<file path="config.mk">
export PLATFORM = sky130hd
export DESIGN_NAME = adpll_burst_seq
export DESIGN_NICKNAME = d
export VERILOG_FILES = /design/src/rtl/adpll_burst_seq.sv
export SDC_FILE = /design/constraint.sdc
export NUM_CORES = 1
export LEC_CHECK = 0
export ABC_AREA = 1
export CAP_MARGIN = 20
export CORE_MARGIN = 5
export CORE_UTILIZATION = 50
export CTS_CLUSTER_SIZE = 12
export DETAILED_ROUTE_END_ITERATION = 8
export GPL_TIMING_DRIVEN = 0
export PLACE_DENSITY = 0.81
export SYNTH_ARGS = -nofsm -noshare
export SYNTH_HDL_FRONTEND = slang
export SYNTH_SLANG_ARGS = --single-unit
</file>
<file path="constraint.sdc">
create_clock -name i_clk -period 3 [get_ports i_clk]
set_clock_uncertainty 0.1 [all_clocks]
set_input_delay 0.45 -clock i_clk [delete_from_list [all_inputs] [get_ports i_clk]]
set_output_delay 0.45 -clock i_clk [all_outputs]
set_load 0.01 [all_outputs]
</file>
<file path="src/rtl/adpll_burst_seq.sv">
// Purpose : brings the ADPLL up for one RX/TX burst (FCW write, mode write,
//           lock wait, TX symbol streaming) and powers it down afterwards.
// Latency : sel rises 1 cycle after an accepted start; first TX bit on
//           data_mod SYM_DIV cycles after ACTIVE entry.
// Backpressure: each bus write is held until ready; no timeout on ready.
//           TX bits are consumed only at symbol boundaries (tx_ready pulse).
//
// Ports:
//   i_clk, i_rst              clock, asynchronous active-high reset
//   i_start, i_stop           burst start (IDLE only) / stop (WAIT_LOCK, ACTIVE)
//   i_freq_word, i_mode       FCW and operating mode, sampled on accepted start
//   i_tx_valid, i_tx_data     TX bit source; o_tx_ready pulses on consumption
//   i_channel_lock            lock indication from adpll_ctr
//   o_sel, o_write, o_address, o_data_in, i_ready   adpll_ctr CPU write port
//   o_data_mod                modulation bit to adpll_ctr
//   o_busy, o_active          status
//   o_err_timeout, o_err_unlock, o_underrun   sticky error flags
module adpll_burst_seq #(
  parameter int unsigned SYM_DIV      = 32,
  parameter int unsigned LOCK_TIMEOUT = 4096,
  parameter logic [4:0]  ADDR_FCW     = 5'd1,
  parameter logic [4:0]  ADDR_MODE    = 5'd2
) (
  input  logic        i_clk,
  input  logic        i_rst,
  input  logic        i_start,
  input  logic        i_stop,
  input  logic [25:0] i_freq_word,
  input  logic [1:0]  i_mode,
  input  logic        i_tx_valid,
  input  logic        i_tx_data,
  output logic        o_tx_ready,
  input  logic        i_channel_lock,
  output logic        o_sel,
  output logic        o_write,
  output logic [4:0]  o_address,
  output logic [31:0] o_data_in,
  input  logic        i_ready,
  output logic        o_data_mod,
  output logic        o_busy,
  output logic        o_active,
  output logic        o_err_timeout,
  output logic        o_err_unlock,
  output logic        o_underrun
);

  localparam logic [1:0]  MODE_PD   = 2'd0;
  localparam logic [1:0]  MODE_TX   = 2'd3;
  localparam logic [15:0] LOCK_LAST = 16'(LOCK_TIMEOUT - 1);
  localparam logic [7:0]  SYM_LAST  = 8'(SYM_DIV - 1);

  typedef enum logic [2:0] {
    S_IDLE,
    S_WR_FCW,
    S_GAP1,
    S_WR_MODE,
    S_WAIT_LOCK,
    S_ACTIVE,
    S_WR_PD
  } state_t;

  state_t      r_state;
  logic [25:0] r_fcw;
  logic [1:0]  r_mode;
  logic        r_sel;
  logic        r_write;
  logic [4:0]  r_address;
  logic [31:0] r_data_in;
  logic [15:0] r_lock_cnt;
  logic [7:0]  r_sym_cnt;
  logic        r_data_mod;
  logic        r_err_timeout;
  logic        r_err_unlock;
  logic        r_underrun;

  state_t      w_state_nxt;
  logic [25:0] w_fcw_nxt;
  logic [1:0]  w_mode_nxt;
  logic        w_sel_nxt;
  logic        w_write_nxt;
  logic [4:0]  w_address_nxt;
  logic [31:0] w_data_in_nxt;
  logic [15:0] w_lock_cnt_nxt;
  logic [7:0]  w_sym_cnt_nxt;
  logic        w_data_mod_nxt;
  logic        w_err_timeout_nxt;
  logic        w_err_unlock_nxt;
  logic        w_underrun_nxt;
  logic        w_tx_ready;
  logic        w_go_pd;

  // Bus outputs are registered from the next state, so sel/address/data_in
  // change only on the edge that enters or leaves a write state and stay
  // stable for as long as ready is withheld.
  always_comb begin
    w_state_nxt       = r_state;
    w_fcw_nxt         = r_fcw;
    w_mode_nxt        = r_mode;
    w_sel_nxt         = r_sel;
    w_write_nxt       = r_write;
    w_address_nxt     = r_address;
    w_data_in_nxt     = r_data_in;
    w_lock_cnt_nxt    = r_lock_cnt;
    w_sym_cnt_nxt     = r_sym_cnt;
    w_data_mod_nxt    = r_data_mod;
    w_err_timeout_nxt = r_err_timeout;
    w_err_unlock_nxt  = r_err_unlock;
    w_underrun_nxt    = r_underrun;
    w_tx_ready        = 1'b0;
    w_go_pd           = 1'b0;

    case (r_state)
      S_IDLE: begin
        if (i_start) begin
          w_fcw_nxt         = i_freq_word;
          w_mode_nxt        = i_mode;
          w_err_timeout_nxt = 1'b0;
          w_err_unlock_nxt  = 1'b0;
          w_underrun_nxt    = 1'b0;
          if (i_mode != MODE_PD) begin
            w_state_nxt   = S_WR_FCW;
            w_sel_nxt     = 1'b1;
            w_write_nxt   = 1'b1;
            w_address_nxt = ADDR_FCW;
            w_data_in_nxt = {6'b0, i_freq_word};
          end else begin
            w_go_pd = 1'b1;
          end
        end
      end

      S_WR_FCW: begin
        if (i_ready) begin
          w_state_nxt = S_GAP1;
          w_sel_nxt   = 1'b0;
          w_write_nxt = 1'b0;
        end
      end

      // One cycle with sel low separates the two configuration writes.
      S_GAP1: begin
        w_state_nxt   = S_WR_MODE;
        w_sel_nxt     = 1'b1;
        w_write_nxt   = 1'b1;
        w_address_nxt = ADDR_MODE;
        w_data_in_nxt = {30'b0, r_mode};
      end

      S_WR_MODE: begin
        if (i_ready) begin
          w_state_nxt    = S_WAIT_LOCK;
          w_sel_nxt      = 1'b0;
          w_write_nxt    = 1'b0;
          w_lock_cnt_nxt = 16'd0;
        end
      end

      S_WAIT_LOCK: begin
        if (i_stop) begin
          w_go_pd = 1'b1;
        end else if (i_channel_lock) begin
          w_state_nxt   = S_ACTIVE;
          w_sym_cnt_nxt = 8'd0;
        end else if (r_lock_cnt == LOCK_LAST) begin
          w_err_timeout_nxt = 1'b1;
          w_go_pd           = 1'b1;
        end else begin
          w_lock_cnt_nxt = r_lock_cnt + 16'd1;
        end
      end

      // stop is checked before lock loss so a simultaneous stop masks the
      // unlock error.
      S_ACTIVE: begin
        if (i_stop) begin
          w_go_pd = 1'b1;
        end else if (!i_channel_lock) begin
          w_err_unlock_nxt = 1'b1;
          w_go_pd          = 1'b1;
        end else if (r_sym_cnt == SYM_LAST) begin
          w_sym_cnt_nxt = 8'd0;
          if (r_mode == MODE_TX) begin
            if (i_tx_valid) begin
              w_data_mod_nxt = i_tx_data;
              w_tx_ready     = 1'b1;
            end else begin
              w_underrun_nxt = 1'b1;
            end
          end
        end else begin
          w_sym_cnt_nxt = r_sym_cnt + 8'd1;
        end
      end

      S_WR_PD: begin
        if (i_ready) begin
          w_state_nxt = S_IDLE;
          w_sel_nxt   = 1'b0;
          w_write_nxt = 1'b0;
        end
      end

      default: begin
        w_state_nxt = S_IDLE;
        w_sel_nxt   = 1'b0;
        w_write_nxt = 1'b0;
      end
    endcase

    // Common power-down entry: mode register written with PD and the
    // modulation bit parked at 0.
    if (w_go_pd) begin
      w_state_nxt    = S_WR_PD;
      w_sel_nxt      = 1'b1;
      w_write_nxt    = 1'b1;
      w_address_nxt  = ADDR_MODE;
      w_data_in_nxt  = 32'd0;
      w_data_mod_nxt = 1'b0;
    end
  end

  always_ff @(posedge i_clk or posedge i_rst) begin
    if (i_rst) begin
      r_state       <= S_IDLE;
      r_fcw         <= 26'd0;
      r_mode        <= 2'd0;
      r_sel         <= 1'b0;
      r_write       <= 1'b0;
      r_address     <= 5'd0;
      r_data_in     <= 32'd0;
      r_lock_cnt    <= 16'd0;
      r_sym_cnt     <= 8'd0;
      r_data_mod    <= 1'b0;
      r_err_timeout <= 1'b0;
      r_err_unlock  <= 1'b0;
      r_underrun    <= 1'b0;
    end else begin
      r_state       <= w_state_nxt;
      r_fcw         <= w_fcw_nxt;
      r_mode        <= w_mode_nxt;
      r_sel         <= w_sel_nxt;
      r_write       <= w_write_nxt;
      r_address     <= w_address_nxt;
      r_data_in     <= w_data_in_nxt;
      r_lock_cnt    <= w_lock_cnt_nxt;
      r_sym_cnt     <= w_sym_cnt_nxt;
      r_data_mod    <= w_data_mod_nxt;
      r_err_timeout <= w_err_timeout_nxt;
      r_err_unlock  <= w_err_unlock_nxt;
      r_underrun    <= w_underrun_nxt;
    end
  end

  assign o_sel         = r_sel;
  assign o_write       = r_write;
  assign o_address     = r_address;
  assign o_data_in     = r_data_in;
  assign o_data_mod    = r_data_mod;
  assign o_tx_ready    = w_tx_ready;
  assign o_busy        = (r_state != S_IDLE);
  assign o_active      = (r_state == S_ACTIVE);
  assign o_err_timeout = r_err_timeout;
  assign o_err_unlock  = r_err_unlock;
  assign o_underrun    = r_underrun;

endmodule
</file>
; After elaboration in Yosys (flattened, before gate mapping)
; Index checks and enable logic that the tools add are counted.
[op_classes]
n_addsub = 2
mul = 0
div = 0
n_lt_le_gt_ge = 0
eq_ne = 33
shift = 0
mux = 68
n_bitwise = 0
reduce_logical = 25
[op_table]
columns = cell, n
row1 = $mux W32, 3
row2 = $mux W16, 4
row3 = $pmux W32 S2, 1
row4 = $mux W8, 5
row5 = $mux W1, 35
row6 = $pmux W16 S2, 1
row7 = $mux W3, 8
row8 = $ne A2 B2 Y1 const B, 11
row9 = $ne A3 B3 Y1 const B, 7
row10 = $pmux W3 S7, 1
row11 = $reduce_bool A2 Y1, 10
row12 = $add A16 B1 Y16 const B, 1
row13 = $eq A16 B12 Y1 const B, 1
row14 = $pmux W8 S2, 1
row15 = $mux W5, 3
row16 = $reduce_and A5 Y1, 3
row17 = $ne A2 B1 Y1 const B, 5
row18 = $pmux W5 S2, 1
row19 = $eq A3 B3 Y1 const B, 3
row20 = $add A8 B1 Y8 const B, 1
row21 = $eq A8 B5 Y1 const B, 1
row22 = $reduce_and A4 Y1, 2
row23 = $reduce_and A8 Y1, 1
row24 = $reduce_and A7 Y1, 1
row25 = other kinds (14), 18
[word_totals]
register_bits = 71
latchBits = 0
ram_bits = 0
romBits = 0
out_inout_bits = 46
word_cells = 139
n_memories = 0

; Logic depth before layout (Yosys ltp)
; Gate-level depths: netlist of the first run.
[logic_depth]
depth_word = 7
depth_mapped = 13
mapped_depth_nobuf = 11

; Worst setup path before layout of the first run
; OpenSTA, ideal clock, no wires.
[synth_timing]
path_kind = reg-to-reg
startpoint = reg r_lock_cnt[0]
endpoint = reg r_address[1] (netlist: o_address[1])
setup_time_ps = 119
arrival_ps = 1601
required_time_ps = 2781
setup_slack_ps = 1180
stages_incl_launch_ff = 13
path_buffers = 2
path_cell_list = dfrtp_1 > ha_1 > nand3_2 > nor2_4 > nand2_2 > nand3_2 > nand2_4 > nand2_8 > o21ai_4 > buf_6 > buf_12 > nand2_2 > nand2_1
[synth_between]
elab_chain_cells = 7
elab_cells_between_ends = 10
classes_between = 3 x eq/ne / 5 x mux / 2 x reduce/logical
[synth_rtl]
columns = item, line
row1 = start: declaration, 69  ; logic [15:0] r_lock_cnt;
row2 = start signal: assignment, 245  ; r_lock_cnt <= w_lock_cnt_nxt;
row3 = $eq A16 B12 Y1 *, 164  ; end else if (r_lock_cnt == LOCK_LAST) begin
row4 = $mux W1 *, 164
row5 = $mux W1 *, 161  ; end else if (i_channel_lock) begin
row6 = $mux W1 *, 159  ; if (i_stop) begin
row7 = $pmux W1 S3 *, 112  ; case (r_state)
row8 = $ne A3 B3 Y1 (no line) or $reduce_bool A3 Y1 (tied branches), -
row9 = $reduce_and A3 Y1 (no line), -
row10 = end signal: assignment, 243  ; r_address <= w_address_nxt;
row11 = end: declaration, 67  ; logic [4:0] r_address;
; Mark *: on every way between the ends. The rest lies on a longest branch, timed or not.
; A chain may end at the register's enable or synchronous reset.

; Worst setup path after layout of the first run
[layout_timing]
startpoint = in i_channel_lock
endpoint = out o_tx_ready
[layout_between]
elab_chain_cells = 3
[layout_rtl]
columns = item, line
row1 = start: declaration, 33  ; input logic i_channel_lock,
row2 = $mux W1, 177  ; end else if (!i_channel_lock) begin
row3 = $mux W1, 175  ; if (i_stop) begin
row4 = $mux W1, 112
row5 = end: declaration, 32  ; output logic o_tx_ready,
; No other way between the ends.

==> reports/results.txt, run 1 <==
WS Path Type - primary input to output port
hold_ws - 0.374 ns
Main synth FF type - dfrtp_1
clk buf depth - 2
Worst EP required - 2.45 ns
Leakage - 2.10 nW
Setup Fix Bufs, Post-CTS - 0
via count - 2893
largest net degree at the start of global routing - 33
fin. max-slew vios - 0
Pwr Density - 810 nW/um2
TritonCTS clock tree - built
most frequent cells in the layout - nand2_1, clkdlybuf4s50_1, dfrtp_1
Resized Gates After CTS - 0
initial core utilization - 51.6%
share of cells above drive strength 1 - 13.2%
slowest CP cell - clkdlybuf4s50_1
Seq/Total Area, Yosys - 47.1%
Crit Path Max Fanout - 4
Peak Freq - 342 MHz
Ys Warns - 0
diode count - 0
crit-path max cell delay - 0.54 ns
flops & latches, synth - 62
Hold WC Path Type - register to register
Startpoint Class - primary input
H-tree depth - 3
status - completed
first-pass GRT wire length - 13300 um
Yosys cell types - 35
routed vias/inst - 5.01
Post-synth EDFFs - 0
GRT Util Overall - 19.2%
CP Capture Type - output port
clk root buf - clkbuf_8
nets@finish - 535
# port buffers - 72
Period minus WS final - 2.92 ns
placed cell areas - 4160 um2
Synth Instances - 405
die width - 91.2 um
per-cell routed wire length - 13.1 um
DIE AREA - 8310 um2
core region area - 6390 um2
Routed Antenna Nets - 0
DRC viols - 0
final hold violations - 0
final WL - 7600 um
CP dominant cell by count - inv_1
Syn Area/Cell - 8.13 um2
Mapped Area - 3290 um2
Least-Margin Pin Slew - 0.675 ns
final worst-path cycle share - 97.5%
RSZ-0062 raised after global routing - false
Clk pin slew, worst setup/hold paths - 0.07 ns
vias in the first global route - 2844
Site Rows - 29
# hold bufs at CTS - 0
crit-path cells - clkdlybuf4s50_1 > inv_1 > nor2_1 > inv_1 > nor3_1 > nand2_1 > inv_1 > clkdlybuf4s50_1
Post-synth ARST share - 100%
Post-DP HPWL - 5700 um
Die Ht - 91.2 um
Worst VDD drop - 0.558 mV
clock tree sinks - 62
iteration-0 DRC count of the detailed router - 149
CP arrival - 2.37 ns
Area Overhead vs Synth - 32.1%
max cap viols - 0
# setup viols final - 0
GP Congestion - 0.904
GRT overflow - 0
clock buffer count from CTS - 9
Slew HR - 54.9%
commonest non-fill, non-tap cell in the layout - nand2_1
DRT Pass-1 Iters - 4
cell area after layout - 4350 um2
I/O Pins - 82
initial antenna violation count - 0
Skew-Pair Late Insertion Delay - 0.33 ns
[final timing paths]
| check | start | endpoint | slack [ns] | cells past startpoint |
|---|---|---|---|---|
| max in group asynchronous | i_rst | r_mode[1] | 1.75 | 3 |
| worst min-delay path | o_data_in[20] | o_data_in[20] | 0.37 | 2 |
| worst max-delay path | i_channel_lock | o_tx_ready | 0.08 | 8 |
| worst max register to register | r_lock_cnt[0] | o_data_in[1] | 0.92 | 12 |
| min in group asynchronous | i_rst | r_lock_cnt[4] | 0.44 | 2 |
| worst min register to register | o_data_in[20] | o_data_in[20] | 0.37 | 2 |
[final cells by class]
| cell class | instances | area (um2) |
|---|---|---|
| Inverter | 34 | 128 |
| Clock buffer | 11 | 141 |
| Sequential cell | 62 | 1550 |
| Fill cell | 516 | 2040 |
| Tap cell | 77 | 96.3 |
| Buffer | 19 | 140 |
| Multi-Input combinational cell | 298 | 1510 |
| Timing Repair Buffer | 73 | 741 |
| Clock inverter | 4 | 47.5 |
[registers in the layout, indices dropped and copies added (netlist names)]
register       cells
o_err_unlock       1
o_write            1
r_state            3
r_mode             2
o_data_in         26
o_underrun         1
r_sym_cnt          8
o_data_mod         1
o_address          2
o_err_timeout      1
r_lock_cnt        16
[synthesized netlist by cell type (4+ instances only)]
| cell type | n | area share, % |
|---|---|---|
| nor2_1 | 30 | 3.4 |
| inv_2 | 5 | 0.57 |
| buf_4 | 10 | 2.3 |
| nor3_1 | 6 | 0.91 |
| buf_2 | 6 | 0.91 |
| o21ai_0 | 11 | 1.7 |
| nand3_1 | 21 | 3.2 |
| nand2_2 | 12 | 2.3 |
| dfrtp_1 | 62 | 47 |
| nor2_4 | 4 | 1.4 |
| a21oi_1 | 13 | 2.0 |
| xor2_1 | 8 | 2.1 |
| nand2_1 | 141 | 16 |
| o31ai_1 | 9 | 2.1 |
| inv_1 | 29 | 3.3 |
| nand4_1 | 10 | 1.9 |
[routing by layer]
metal	track usage, %	up-vias	routed length, um
met5	0	-	0
met4	7.70	0	104
met3	3.22	8	251
met2	31.8	64	3870
met1	25.1	1357	3370
li1	-	1464	-
[cells by family (layout without fill, tap and decap cells)]
family / Yosys count / count (layout) / synth area share, %
AO/OA/AOI/OAI: 42 / 42 / 7.82
XOR/XNOR: 11 / 11 / 2.92
adder cells (fa/ha/maj): 2 / 2 / 0.759
buffers and inverters: 53 / 141 / 8.13
flip-flops: 62 / 62 / 47.1
other: 1 / 9 / 0.114
AND/OR/NAND/NOR: 234 / 234 / 33.2
[metrics by stage]
step                      setup slack (ns)  power, mW  TNS (ns)  cells  util (%)
final                               0.0757       3.53         0    578      68.1
after global routing               0.00761       3.80         0    578      68.1
after CTS                            0.100       3.56         0    578      68.1
after detailed placement             0.116       2.84         0    563      65.2
after global placement              -0.186       2.80    -11.35    562      64.9
after floorplan                      0.909       2.18         0    413         -
[where the power goes]
part           switching (mW)  internal (mW)
sequential              0.177           1.07
clock                   0.316          0.399
combinational           0.846          0.716
total                    1.34           2.19
[critical path: cells and delay by family]
kind	cells	cell delay [ns]
buffers and inverters	5	1.38
AND/OR/NAND/NOR	3	0.54
Note: power is estimated with default switching activity, not from simulation.
==> run 2, diff against run 1 <==
--- a/config.mk
+++ b/config.mk
@@ -7,12 +7,14 @@
 export LEC_CHECK = 0
 export ABC_AREA = 1
 export CAP_MARGIN = 20
+export CELL_PAD_IN_SITES_DETAIL_PLACEMENT = 1
+export CELL_PAD_IN_SITES_GLOBAL_PLACEMENT = 1
 export CORE_MARGIN = 5
-export CORE_UTILIZATION = 50
+export CORE_UTILIZATION = 39
 export CTS_CLUSTER_SIZE = 12
 export DETAILED_ROUTE_END_ITERATION = 8
 export GPL_TIMING_DRIVEN = 0
-export PLACE_DENSITY = 0.81
+export PLACE_DENSITY_LB_ADDON = 0.1
 export SYNTH_ARGS = -nofsm -noshare
 export SYNTH_HDL_FRONTEND = slang
 export SYNTH_SLANG_ARGS = --single-unit
==> reports/results.txt, run 2 (synthesized netlist as in run 1, its figures left out) <==
RSZ-0062 raised after global routing - false
H-tree depth - 3
Int Power - 2.19 mW
core region area - 8220 um2
DIE AREA - 10400 um2
initial core utilization - 40.1%
switch share - 39.4%
status - completed
final hold violations - 0
CP Capture Type - output port
final WL - 9150 um
commonest non-fill, non-tap cell in the layout - nand2_1
via count - 2946
Clk pwr share - 20.9%
clock tree sinks - 62
Clk pin slew, worst setup/hold paths - 0.07 ns
most frequent cells in the layout - nand2_1, clkdlybuf4s50_1, dfrtp_1
GRT Util Overall - 18.8%
Worst VDD drop - 0.370 mV
nets@finish - 535
placed cell areas - 4200 um2
GP Congestion - 0.812
first-pass GRT wire length - 15400 um
fin. max-slew vios - 0
max FFs per register - 26
Setup Fix Bufs, Post-CTS - 0
Die Ht - 102 um
share of cells above drive strength 1 - 13.7%
initial antenna violation count - 0
Startpoint Class - primary input
Worst EP required - 2.45 ns
Pwr Total - 3.62 mW
final worst slack - 0.109 ns
grt met3 use - 3.41%
clock buffer count from CTS - 9
routed vias/inst - 4.85
# port buffers - 72
DRC viols - 0
per-cell routed wire length - 15.1 um
Switch Pwr - 1.43 mW
met2 Use GR - 32.1%
cell area after layout - 4400 um2
DRT Pass-1 Iters - 4
iteration-0 DRC count of the detailed router - 68
WS Path Type - primary input to output port
final worst-path cycle share - 96.4%
Crit Path Max Fanout - 4
largest net degree at the start of global routing - 37
Period minus WS final - 2.89 ns
GRT overflow - 0
Routed Antenna Nets - 0
Skew-Pair Late Insertion Delay - 0.34 ns
setup tns final - 0 ns
Site Rows - 33
Peak Freq - 346 MHz
Pwr Density - 823 nW/um2
# setup viols final - 0
max cap viols - 0
Least-Margin Pin Slew - 0.604 ns
placed cells - 591
vias in the first global route - 3179
CP arrival - 2.34 ns
Util after Layout - 53.6%
Slew HR - 59.7%
I/O Pins - 82
Post-DP HPWL - 6910 um
hold_ws - 0.377 ns
Logic pwr share - 44.4%
met1 usage - 23.7%
TritonCTS clock tree - built
GRT Max-Usage Layer - met2
Seq pwr share - 34.6%
die width - 102 um
pre-CTS setup slack - 0.0143 ns
clk buf depth - 2
# hold bufs at CTS - 0
filler-free cell count of the finished design - 607
Leakage - 2.10 nW
Hold WC Path Type - register to register
diode count - 0
clk root buf - clkbuf_8
Area Overhead vs Synth - 33.6%
Fill cells - 994
==> run 2: changes by cell type in the layout (fill, tap and decap cells not counted), sizes merged <==
cell      change
clkinvlp      +1
==> run 2: power by group through the flow <==
| stage | logic [mW] | registers (mW) | clock network (mW) |
|---|---|---|---|
| after global routing | 1.79 | 1.29 | 0.809 |
| after CTS | 1.64 | 1.26 | 0.780 |
| after detailed placement | 1.63 | 1.27 | 0 |
| final | 1.61 | 1.25 | 0.758 |
| after global placement | 1.58 | 1.26 | 0 |
| after floorplan | 0.860 | 1.32 | 0 |
==> run 2: critical path, stage by stage <==
cell and delay, ns:
clkdlybuf4s50_1 0.51, inv_1 0.10, nor2_2 0.20, inv_1 0.14
nor3_1 0.17, nand2_1 0.12, inv_1 0.09, clkdlybuf4s50_1 0.54
==> run 2: cell type report <==
| class | count | area [um2] | area share (%) |
|---|---|---|---|
| Sequential cell | 62 | 1550 | 35.2 |
| Multi-Input combinational cell | 298 | 1510 | 34.3 |
| Timing Repair Buffer | 73 | 741 | 16.8 |
| Clock buffer | 11 | 141 | 3.21 |
| Buffer | 19 | 140 | 3.18 |
| Tap cell | 105 | 131 | 2.98 |
| Inverter | 34 | 128 | 2.90 |
| Clock inverter | 5 | 58.8 | 1.34 |
==> run 2: routing by layer <==
layer / up-vias / routed length [um]
li1: 1467 / -
met1: 1410 / 4140
met2: 60 / 4510
met3: 9 / 374
met4: 0 / 131
met5: - / 0
==> run 2: what timing repair did <==
action | 4_1_cts | 5_1_grt
pin swaps | 0 | 0
endpoints found under the hold margin | 0 | 0
setup endpoints to repair | 1 | 1
gates resized for setup | 1 | 1
==> run 2: final timing paths <==
kind	start	to	slack, ns	depth (start not counted)
setup / recovery	i_channel_lock	o_tx_ready	0.11	8
hold / removal	o_data_in[25]	o_data_in[25]	0.38	2
setup reg to reg	r_lock_cnt[0]	o_data_in[1]	0.87	12
hold reg to reg	o_data_in[25]	o_data_in[25]	0.38	2
max in group asynchronous	i_rst	o_underrun	1.79	3
min in group asynchronous	i_rst	o_data_in[14]	0.39	2
